--- config.mk ---
export PLATFORM = sky130hd
export DESIGN_NAME = inst_fetcher_flat
export DESIGN_NICKNAME = d
export VERILOG_FILES = /design/src/rtl/inst_fetcher_pkg.sv /design/src/rtl/inst_fetcher_if.sv /design/src/rtl/inst_fetcher.sv /design/src/flat_wrapper.sv
export SDC_FILE = /design/constraint.sdc
export NUM_CORES = 1
export LEC_CHECK = 0
export CELL_PAD_IN_SITES_DETAIL_PLACEMENT = 1
export CELL_PAD_IN_SITES_GLOBAL_PLACEMENT = 1
export CORE_MARGIN = 4
export CORE_UTILIZATION = 40
export DETAILED_ROUTE_END_ITERATION = 7
export GPL_TIMING_DRIVEN = 0
export PLACE_DENSITY_LB_ADDON = 0.1
export SYNTH_ARGS = -nofsm -noshare
export SYNTH_HDL_FRONTEND = slang
export SYNTH_SLANG_ARGS = --single-unit
--- constraint.sdc ---
create_clock -name clk_in -period 5.1 [get_ports clk_in]
set_input_delay 1.02 -clock clk_in [delete_from_list [all_inputs] [get_ports clk_in]]
set_output_delay 1.02 -clock clk_in [all_outputs]
set_load 0.01 [all_outputs]
--- src/rtl/inst_fetcher_pkg.sv ---
// Shared widths, FSM encodings and helpers for the byte-serial instruction fetcher.
// Pure constants/types: no latency, no flow control of its own.
// Imported by the fetch interface and the fetcher core.
package inst_fetcher_pkg;

  localparam int ADDR_W = 32;
  localparam int BYTE_W = 8;
  localparam int INST_W = 32;

  // issue_idx runs 0..4; 4 means all four bytes of the word have been requested
  localparam logic [2:0] ISSUE_DONE = 3'd4;
  // Byte lane whose arrival completes a little-endian word
  localparam logic [1:0] LAST_LANE  = 2'd3;
  // Sequential step between instruction words
  localparam logic [ADDR_W-1:0] INST_STRIDE = 32'd4;

  typedef logic [ADDR_W-1:0] addr_t;
  typedef logic [BYTE_W-1:0] byte_t;
  typedef logic [INST_W-1:0] inst_t;

  typedef enum logic {
    ST_FETCH = 1'b0,
    ST_HOLD  = 1'b1
  } fetch_state_e;

  // Replace one little-endian byte lane of a word
  function automatic inst_t lane_insert(inst_t word, logic [1:0] lane, byte_t b);
    inst_t res;
    res = word;
    res[BYTE_W*lane +: BYTE_W] = b;
    return res;
  endfunction

endpackage

--- src/rtl/inst_fetcher_if.sv ---
// Memory-side and decoder-side signals of the instruction fetcher.
// Wires only: timing is defined by the fetcher core.
// master = fetcher, slave = memory controller / branch unit / decoder.
interface inst_fetcher_if;
  import inst_fetcher_pkg::*;

  // Memory controller side
  logic  fetch_mem_rdy;
  byte_t mem_byte;
  addr_t fetch_req_addr;

  // Branch resolution side
  logic  jump_en;
  addr_t jump_pc;

  // Decoder side
  logic  dec_ready;
  logic  inst_valid;
  inst_t inst_out;
  addr_t inst_pc;

  modport master (
    input  fetch_mem_rdy,
    input  mem_byte,
    input  jump_en,
    input  jump_pc,
    input  dec_ready,
    output fetch_req_addr,
    output inst_valid,
    output inst_out,
    output inst_pc
  );

  modport slave (
    output fetch_mem_rdy,
    output mem_byte,
    output jump_en,
    output jump_pc,
    output dec_ready,
    input  fetch_req_addr,
    input  inst_valid,
    input  inst_out,
    input  inst_pc
  );

endinterface

--- src/rtl/inst_fetcher.sv ---
// Byte-serial instruction fetcher: four RAM byte reads assembled little-endian into one word.
// Latency: 5 cycles from first byte issue to inst_valid, +1 per cycle fetch_mem_rdy is low.
// Backpressure: word held (no issue) until inst_valid & dec_ready; rdy_in low pauses everything.
module inst_fetcher
  import inst_fetcher_pkg::*;
(
  input  logic           clk_in,
  input  logic           rst_in,
  input  logic           rdy_in,
  inst_fetcher_if.master bus
);

  fetch_state_e state_q, state_d;
  addr_t        pc_q, pc_d;
  logic [2:0]   issue_idx_q, issue_idx_d;
  logic         pend_q, pend_d;
  logic [1:0]   pend_idx_q, pend_idx_d;
  inst_t        buf_q, buf_d;
  inst_t        inst_out_q, inst_out_d;
  addr_t        inst_pc_q, inst_pc_d;
  logic         inst_valid_q, inst_valid_d;

  logic         issue_ok;
  logic         handshake;
  inst_t        asm_word;

  // Request address is pc plus the byte offset being issued; wraps at 32 bits
  assign bus.fetch_req_addr = pc_q + {29'd0, issue_idx_q};
  assign bus.inst_valid     = inst_valid_q;
  assign bus.inst_out       = inst_out_q;
  assign bus.inst_pc        = inst_pc_q;

  // Only FETCH with bytes still outstanding may consume a memory slot
  assign issue_ok  = (state_q == ST_FETCH) && (issue_idx_q != ISSUE_DONE) && bus.fetch_mem_rdy;
  assign handshake = inst_valid_q && bus.dec_ready;

  // Buffer with the byte landing this cycle merged in, so the last byte reaches inst_out directly
  always_comb begin
    asm_word = buf_q;
    if (pend_q) begin
      asm_word = lane_insert(buf_q, pend_idx_q, bus.mem_byte);
    end
  end

  // Next-state logic: pause beats jump, jump beats issue/assembly/handshake
  always_comb begin
    state_d      = state_q;
    pc_d         = pc_q;
    issue_idx_d  = issue_idx_q;
    pend_d       = pend_q;
    pend_idx_d   = pend_idx_q;
    buf_d        = buf_q;
    inst_out_d   = inst_out_q;
    inst_pc_d    = inst_pc_q;
    inst_valid_d = inst_valid_q;

    if (!rdy_in) begin
      // The in-flight byte is dropped, so rewind the issue pointer to re-request it
      if (pend_q) begin
        pend_d      = 1'b0;
        issue_idx_d = {1'b0, pend_idx_q};
      end
    end else if (bus.jump_en) begin
      // Clearing pend also discards whatever byte the memory returns next cycle
      pc_d         = bus.jump_pc;
      issue_idx_d  = 3'd0;
      pend_d       = 1'b0;
      inst_valid_d = 1'b0;
      state_d      = ST_FETCH;
    end else begin
      buf_d = asm_word;

      if (issue_ok) begin
        pend_d      = 1'b1;
        pend_idx_d  = issue_idx_q[1:0];
        issue_idx_d = issue_idx_q + 3'd1;
      end else begin
        pend_d      = 1'b0;
      end

      case (state_q)
        ST_FETCH: begin
          if (pend_q && (pend_idx_q == LAST_LANE)) begin
            inst_out_d   = asm_word;
            inst_pc_d    = pc_q;
            inst_valid_d = 1'b1;
            state_d      = ST_HOLD;
          end
        end
        ST_HOLD: begin
          if (handshake) begin
            pc_d         = pc_q + INST_STRIDE;
            issue_idx_d  = 3'd0;
            inst_valid_d = 1'b0;
            state_d      = ST_FETCH;
          end
        end
        default: begin
          state_d = ST_FETCH;
        end
      endcase
    end
  end

  // All fetcher state, with synchronous active-low reset
  always_ff @(posedge clk_in) begin
    if (!rst_in) begin
      state_q      <= ST_FETCH;
      pc_q         <= '0;
      issue_idx_q  <= 3'd0;
      pend_q       <= 1'b0;
      pend_idx_q   <= 2'd0;
      buf_q        <= '0;
      inst_out_q   <= '0;
      inst_pc_q    <= '0;
      inst_valid_q <= 1'b0;
    end else begin
      state_q      <= state_d;
      pc_q         <= pc_d;
      issue_idx_q  <= issue_idx_d;
      pend_q       <= pend_d;
      pend_idx_q   <= pend_idx_d;
      buf_q        <= buf_d;
      inst_out_q   <= inst_out_d;
      inst_pc_q    <= inst_pc_d;
      inst_valid_q <= inst_valid_d;
    end
  end

  // Structural invariants of the issue pointer and the valid/state pairing
  a_issue_range: assert property (@(posedge clk_in) disable iff (!rst_in)
    issue_idx_q <= ISSUE_DONE);
  a_valid_hold: assert property (@(posedge clk_in) disable iff (!rst_in)
    inst_valid_q == (state_q == ST_HOLD));
  a_hold_no_pend: assert property (@(posedge clk_in) disable iff (!rst_in)
    (state_q == ST_HOLD) |-> !pend_q);

endmodule
--- src/flat_wrapper.sv ---
// flat-port wrapper written by rule: the top's interface ports become plain ports
module inst_fetcher_flat import inst_fetcher_pkg::*;
  (clk_in, rst_in, rdy_in, bus_fetch_mem_rdy, bus_mem_byte, bus_jump_en, bus_jump_pc, bus_dec_ready, bus_fetch_req_addr, bus_inst_valid, bus_inst_out, bus_inst_pc);
  inst_fetcher_if bus_i ();
  input  logic clk_in;
  input  logic rst_in;
  input  logic rdy_in;
  input wire logic [$bits(bus_i.fetch_mem_rdy)-1:0] bus_fetch_mem_rdy;
  input wire logic [$bits(bus_i.mem_byte)-1:0] bus_mem_byte;
  input wire logic [$bits(bus_i.jump_en)-1:0] bus_jump_en;
  input wire logic [$bits(bus_i.jump_pc)-1:0] bus_jump_pc;
  input wire logic [$bits(bus_i.dec_ready)-1:0] bus_dec_ready;
  output wire logic [$bits(bus_i.fetch_req_addr)-1:0] bus_fetch_req_addr;
  output wire logic [$bits(bus_i.inst_valid)-1:0] bus_inst_valid;
  output wire logic [$bits(bus_i.inst_out)-1:0] bus_inst_out;
  output wire logic [$bits(bus_i.inst_pc)-1:0] bus_inst_pc;
  assign bus_i.fetch_mem_rdy = bus_fetch_mem_rdy;
  assign bus_i.mem_byte = bus_mem_byte;
  assign bus_i.jump_en = bus_jump_en;
  assign bus_i.jump_pc = bus_jump_pc;
  assign bus_i.dec_ready = bus_dec_ready;
  assign bus_fetch_req_addr = bus_i.fetch_req_addr;
  assign bus_inst_valid = bus_i.inst_valid;
  assign bus_inst_out = bus_i.inst_out;
  assign bus_inst_pc = bus_i.inst_pc;
  inst_fetcher u_core (.clk_in(clk_in), .rst_in(rst_in), .rdy_in(rdy_in), .bus(bus_i));
endmodule
# Word-level counts from Yosys, hierarchy flattened
# Cells that the tools add are included.
# totals
ff_bits	136
inputBits	46
out_inout_bits	97
elab_cells	56
# classes
addsub	4
n_eq_ne	4
shifts	2
muxes	20
bitwise_logic	4
reduce_logical	13
# op_table
op	n
$mux 32	4
$neg 5->34	1
$shift 8x34->32 const A	1
$shiftx 8x34->32	1
$add 32x3->32	1
$add 32x3->32 const B	1
$bwmux 32	1
$mux 3	6
$ne 3x3->1 const B	3
$reduce_and 3->1	3
$mux 1	7
$reduce_bool 2->1	3
$logic_and 1x1->1	4
$not 1->1	4
$pmux 1 s2	2
$reduce_and 4->1	1
$add 3x1->3 const B	1
$reduce_or 3->1	1
$eq 2x2->1 const B	1
$reduce_and 2->1	1

# Longest topological paths before layout
# Gate-level depths: netlist of run 1.
# depth
word_depth	8
depth_mapped	7
depth_no_buf	6

# Least setup slack after synthesis of run 1
# No wires, ideal clock.
# synth_timing
path_type	flip-flop to output port
start	register u_core.pc_q[16]
end	output bus_fetch_req_addr[27]
arrival_time_ns	1.822
setup_slack_ns	2.258
stages_incl_launch_ff	8
n_path_buf	3
cell_sequence	dfxtp_1 -> clkbuf_1 -> and4_2 -> clkbuf_1 -> and4_1 -> clkbuf_1 -> nand4_1 -> xnor2_1
# synth_via
elab_chain_cells	1
# synth_rtl
element	line	text
start, declared	inst_fetcher.sv:14	addr_t pc_q, pc_d;
start signal, assigned	inst_fetcher.sv:119	pc_q <= pc_d;
$add 32x3->32	inst_fetcher.sv:28	assign bus.fetch_req_addr = pc_q + {29'd0, issue_idx_q};
end, declared	flat_wrapper.sv:13	output wire logic [$bits(bus_i.fetch_req_addr)-1:0] bus_fetch_req_addr;
# Every way passes these cells.

# Worst setup path after layout of run 1
# layout_timing
start	register u_core.pc_q[16]
end	output bus_fetch_req_addr[31]
# Same word-level chain as after synthesis.

==> results.toml, run 1 <==
[logic_synthesis]
synth-seq-cells = 128
synth_warnings = 0
synth_most_common_cell = "dfxtp_1"
postSynthAreaPerCell_um2 = 8.09
postSynth.asyncResetShare_pct = 0
synth_top_cell_by_area = "dfxtp_1"
synth_edf_count = 0
synth-seq-area-share_pct = 39.2
ys.flop_type = "dfxtp_1"
synth_cell_type_count = 70
syn-num-nets = 865
synth.area.top_cells = "dfxtp_1 (39%), nand2_1 (6.1%), a211oi_1 (5.9%)"
syn_inst = 807
yosysTopAreaCellShare_pct = 39.2
synth_area_um2 = 6530
ys_top_cells_by_count = "dfxtp_1 (128), nand2_1 (106), nor2_1 (83)"

[global_route]
antenna_found_initial = 0
overflow = 0
grt_pass1_vias = 7314
grt_pass1_wl_um = 40000
grt_use_total_pct = 27.8
grt_max_degree = 17

[cells_and_area]
fin_nets = 1024
area_growth_pct = 35.1
n_fill_cell = 1921
design_area_um2 = 8820
drive_gt1_share_pct = 6.44

[placement]
dp_hpwl_um = 18800
globalplace.congestion = 0.909
placed_area_um2 = 8210
portBuffers = 140

[detailed_routing]
ant_nets = 0
first_pass_iters = 6
drc_errors = 0
viasPerCell = 5.95
via_count = 7114
wire_per_inst_um = 21.5
wl_um = 25700
drt_iter0_drc = 535

[die]
std_cell_rows = 46
core_um2 = 15900
start_util_pct = 41.0
die_w_um = 136
io_pins = 143
die_area_um2 = 18400
die_h_um = 136

[worst_setup_path]
required_ps = 4080
cp_top_family = "buffers and inverters"
r2r_end = "u_core.buf_q[16]"
crit_type = "register to output port"
regToRegSetupSlack_ps = 1660
cp_common_cell = "clkbuf_1"
r2r_cells = 7
r2r-start = "u_core.pend_idx_q[0]"
crit_path_end_kind = "output port"
arrival_ps = 3370
path_max_fanout = 10
startpoint_type = "register"
path_cells = "clkbuf_1 -> and4_2 -> clkbuf_1 -> and4_1 -> clkbuf_1 -> nand4_1 -> xnor2_1 -> clkdlybuf4s50_1"
cp_slowest_cell = "clkdlybuf4s50_1"
cp.buffers_inverters = 4
critical_path.max_stage_delay_ps = 590

[pwr]
seqPwrFrac_pct = 40.3
p_sw_uw = 666
ir_drop_mv = 0.235
clkPwrFrac_pct = 49.6
swShare_pct = 25.6
leakage_uw = 0.00300
p_int_uw = 1930
combPwrFrac_pct = 10.1
power_density_nw_per_um2 = 295

[clocking]
root_buffer = "clkbuf_16"
postCtsSetupBuffers = 0
htree_levels = 4
clk_pin_slew_ps = 60
cts_made_buffers = 17
clockBufferDepth = 2
cts_resized = 0
cts_tree = "built"
cts_hold_buffers = 0
clk_latency_ps = 430
cts.sinks = 128

[min_path]
worstHoldStart = "u_core.bus.inst_pc[19]"
hp-class = "register to register"
holdPathEnd = "u_core.bus.inst_pc[19]"
hold_path_depth = 2

[sta]
skew_ps = 7.65
maxSlewHeadroom_pct = 20.1
fin_crit_sh_pct = 86.2
report.final.slew_viol_count = 0
max_freq_ghz = 0.228
finalSetupViolations = 0
finalSetupTns_ps = 0
finalHoldViolations = 0
period_minus_slack_ps = 4390
rsz0062_at_grt = "false"
max_slew.worst_pin.slew_ps = 1200

[job]
max_cap_viol_count = 0

[outcome]
outcome = "finished clean"
through the flow:
step,std cells,power (µW),utilization (%),hold WS [ps],setup slack [ps]
2_1_floorplan,807,1200,-,449,2260
3_3_place_gp,1163,1310,51.4,444,1290
3_5_place_dp,1163,1320,51.5,448,1260
4_1_cts,1195,2600,55.3,455,761
5_1_grt,1195,2670,55.3,461,456
6_report,1196,2600,55.3,453,705
logic make-up (layout without fill, tap and decap cells):
group / count (synthesis) / count (layout) / share of synthesized area, %
and+or+nand+nor: 313 / 313 / 23.8
AOI/OAI and AO/OA: 221 / 221 / 23.7
DFF: 128 / 128 / 39.2
buffers and inverters: 97 / 269 / 5.96
xor gates and xnor gates: 30 / 30 / 4.02
adders and majority gates: 12 / 12 / 2.41
muxes: 6 / 6 / 0.920
other: 0 / 1 / 0
sequential cells by signal (all words and copies together), names as in the netlist:
register / flops
u_core.bus.inst_valid: 1
u_core.buf_q: 24
u_core.pend_idx_q: 2
u_core.bus.inst_pc: 32
u_core.bus.inst_out: 32
u_core.issue_idx_q: 3
u_core.pend_q: 1
u_core.pc_q: 32
u_core.state_q: 1
how the worst max path moves through the flow:
stage	cells after the start	slack (ps)	end	startpoint
finish	8	710	bus_fetch_req_addr[31]	u_core.pc_q[16]
floorplan	7	2260	bus_fetch_req_addr[27]	u_core.pc_q[16]
detailed placement	8	1260	bus_fetch_req_addr[31]	u_core.pc_q[16]
global route	8	460	bus_fetch_req_addr[31]	u_core.pc_q[16]
global placement	8	1290	bus_fetch_req_addr[31]	u_core.pc_q[16]
CTS	8	760	bus_fetch_req_addr[31]	u_core.pc_q[16]
layout by cell type (no fill, tap or decap), drive strengths merged, types with 15 or more instances in the layout:
master / Yosys / routed
buf: 20 / 20
a211oi: 51 / 51
nand3: 25 / 25
nor2: 83 / 83
o21ai: 15 / 15
a32oi: 28 / 28
clkdlybuf4s50: 0 / 140
clkbuf: 64 / 85
nand2: 106 / 106
and3: 19 / 19
dfxtp: 128 / 128
nand4: 23 / 23
a21oi: 58 / 58
xnor2: 18 / 18
power groups by stage:
stage | registers [µW] | clock network, µW | logic [µW]
6_report | 1050 | 1290 | 262
5_1_grt | 1050 | 1340 | 281
4_1_cts | 1050 | 1290 | 259
3_5_place_dp | 1070 | 0 | 255
3_3_place_gp | 1070 | 0 | 247
2_1_floorplan | 1060 | 0 | 135
area by class of cell:
type,count,area [µm²],area share [%]
repair buffers,140,1400,15.9
well taps,216,270,3.06
multi-input cells,582,3580,40.6
clock inverters,11,153,1.73
clock buffers,21,460,5.22
flip-flops and latches,128,2560,29.0
inverters,13,48.8,0.553
diodes,1,2.50,0.0284
plain buffers,84,340,3.86
metal layers:
layer	routed length [µm]	GRT usage (%)	vias to the layer above	share of wire, %
met5	0	0	-	0
met3	1960	5.98	54	7.6
met1	11100	37.1	3459	43
li1	-	-	3288	-
met4	572	11.3	0	2.2
met2	12000	43.9	313	47
worst reg2reg max path: stages, from the launching register on:
cell,delay [ps]
dfxtp_1,380
clkinv_1,170
clkbuf_1,580
ha_1,270
nand2_1,260
nor3b_1,1050
a32oi_1,350
a211oi_1,300
Note: power is estimated with default switching activity, not from simulation.
==> inputs of run 2 (changes only) <==
--- a/config.mk
+++ b/config.mk
@@ -12,6 +12,7 @@
 export DETAILED_ROUTE_END_ITERATION = 7
 export GPL_TIMING_DRIVEN = 0
 export PLACE_DENSITY_LB_ADDON = 0.1
+export SLEW_MARGIN = 20
 export SYNTH_ARGS = -nofsm -noshare
 export SYNTH_HDL_FRONTEND = slang
 export SYNTH_SLANG_ARGS = --single-unit
==> run 2 against run 1 <==
  * Wire length up 1.1%
  * Register-to-register slack better by 180 ps
  * Critical path depth unchanged
  * Total power down 1.2%
  * Hold slack better by 1.7 ps
  * Sequential power about the same
  * Critical endpoint unchanged
  * Largest cell class unchanged
==> results.toml, run 2 (same netlist as run 1, synthesis figures left out) <==
[worst_setup_path]
startpoint_type = "register"
regToRegSetupSlack_ps = 1840
required_ps = 4080
crit_path_end_kind = "output port"
cp-startpoint = "u_core.pc_q[16]"
r2r_end = "u_core.buf_q[6]"
crit_path_end = "bus_fetch_req_addr[31]"
r2r_cells = 7
r2r-start = "u_core.pend_idx_q[0]"
path_max_fanout = 10
crit_type = "register to output port"
arrival_ps = 3360

[detailed_routing]
drc_errors = 0
wire_per_inst_um = 21.7
ant_nets = 0
via_count = 7130
drt_iter0_drc = 720
first_pass_iters = 5
wl_um = 26000
viasPerCell = 5.96

[pwr]
p_sw_uw = 670
ir_drop_mv = 0.230
power_uw = 2570
p_int_uw = 1900
seqPwrFrac_pct = 40.8
leakage_uw = 0.00301
swShare_pct = 26.1
power_density_nw_per_um2 = 291
combPwrFrac_pct = 10.2
clkPwrFrac_pct = 49.0

[sta]
setup_ws_ps = 717
report.final.slew_viol_count = 0
max_freq_ghz = 0.228
finalSetupViolations = 0
skew_ps = 7.60
maxSlewHeadroom_pct = 28.6
period_minus_slack_ps = 4380
max_slew.worst_pin.slew_ps = 1070
fin_crit_sh_pct = 85.9
rsz0062_at_grt = "false"
finalHoldViolations = 0
finalSetupTns_ps = 0

[cells_and_area]
final_cell_mix = "clkdlybuf4s50_1 (140), dfxtp_1 (128), nand2_1 (106)"
antenna_cells = 0
design_area_um2 = 8820
drive_gt1_share_pct = 6.73
fin_nets = 1025
area_growth_pct = 35.1
layout_commonest_cell = "clkdlybuf4s50_1"
n_fill_cell = 1934

[clocking]
clockBufferDepth = 2
cts.sinks = 128
clk_latency_ps = 430
clk_pin_slew_ps = 60
cts_made_buffers = 17
cts_tree = "built"
postCtsSetupBuffers = 0
htree_levels = 4
cts_hold_buffers = 0
root_buffer = "clkbuf_16"
cts_resized = 0

[die]
die_w_um = 136
die_h_um = 136
core_um2 = 15900
start_util_pct = 41.0
std_cell_rows = 46
die_area_um2 = 18400
io_pins = 143

[placement]
place_ws_ps = 1250
portBuffers = 140
dp_hpwl_um = 18800
globalplace.congestion = 0.909
placed_area_um2 = 8220

[outcome]
outcome = "finished clean"

[global_route]
grt_pass1_vias = 7303
grt_use_met1_pct = 38.9
grt_max_degree = 17
grt_pass1_wl_um = 40900
use_met2_pct = 43.7
met3_usage_pct = 6.87
grt_use_total_pct = 28.5
overflow = 0
antenna_found_initial = 0
grt_busiest_layer = "met2"

[job]
max_cap_viol_count = 0

[min_path]
hp-class = "register to register"
worstHoldStart = "u_core.bus.inst_pc[18]"
[run 2: cell types whose count changed in the layout (fill, tap and decap cells not counted), sizes merged]
cell | before | now
buf | 20 | 21
bufinv | 3 | 2
clkinv | 4 | 10
clkinvlp | 3 | 0
diode | 1 | 0
inv | 14 | 12
[run 2: worst min path at each step]
stage	to	depth (start not counted)
3_5_place_dp	u_core.bus.inst_pc[18]	2
6_report	u_core.bus.inst_pc[18]	2
4_1_cts	u_core.bus.inst_pc[18]	2
3_3_place_gp	u_core.bus.inst_pc[14]	2
2_1_floorplan	u_core.bus.inst_pc[0]	2
5_1_grt	u_core.bus.inst_pc[19]	2
[run 2: final cells by class]
type	count	area, µm²	area share (%)
Clock inverter	11	131	1.49
Timing Repair Buffer	141	1410	16.0
Multi-Input combinational cell	582	3590	40.7
Buffer	84	340	3.86
Tap cell	216	270	3.06
Inverter	13	48.8	0.553
Sequential cell	128	2560	29.0
Clock buffer	21	470	5.33
[run 2: power groups by stage]
stage	clock network, µW	registers (µW)	logic (µW)
after global placement	0	1070	247
after floorplan	0	1060	135
after CTS	1260	1050	259
after global routing	1310	1050	282
after detailed placement	0	1070	256
final	1260	1050	262
[run 2: metal layers]
metal / vias up / part of all wire (%)
met3: 52 / 7.1
met1: 3512 / 44
met2: 286 / 46
met4: 0 / 2.7
li1: 3280 / -
met5: - / 0
[run 2: stage by stage]
step / hold slack [ps] / std cells / util, %
after floorplan: 449 / 807 / -
after global placement: 444 / 1163 / 51.4
after detailed placement: 452 / 1164 / 51.5
after CTS: 460 / 1196 / 55.3
after global routing: 471 / 1196 / 55.3
final: 454 / 1196 / 55.3
[run 2: critical path, cell delays in order (launching register included)]
cell and delay [ps]:
dfxtp_1 300, clkbuf_1 340, and4_2 300, clkbuf_1 290, and4_1 250, clkbuf_1 330, nand4_1 200, xnor2_1 310
clkdlybuf4s50_1 600
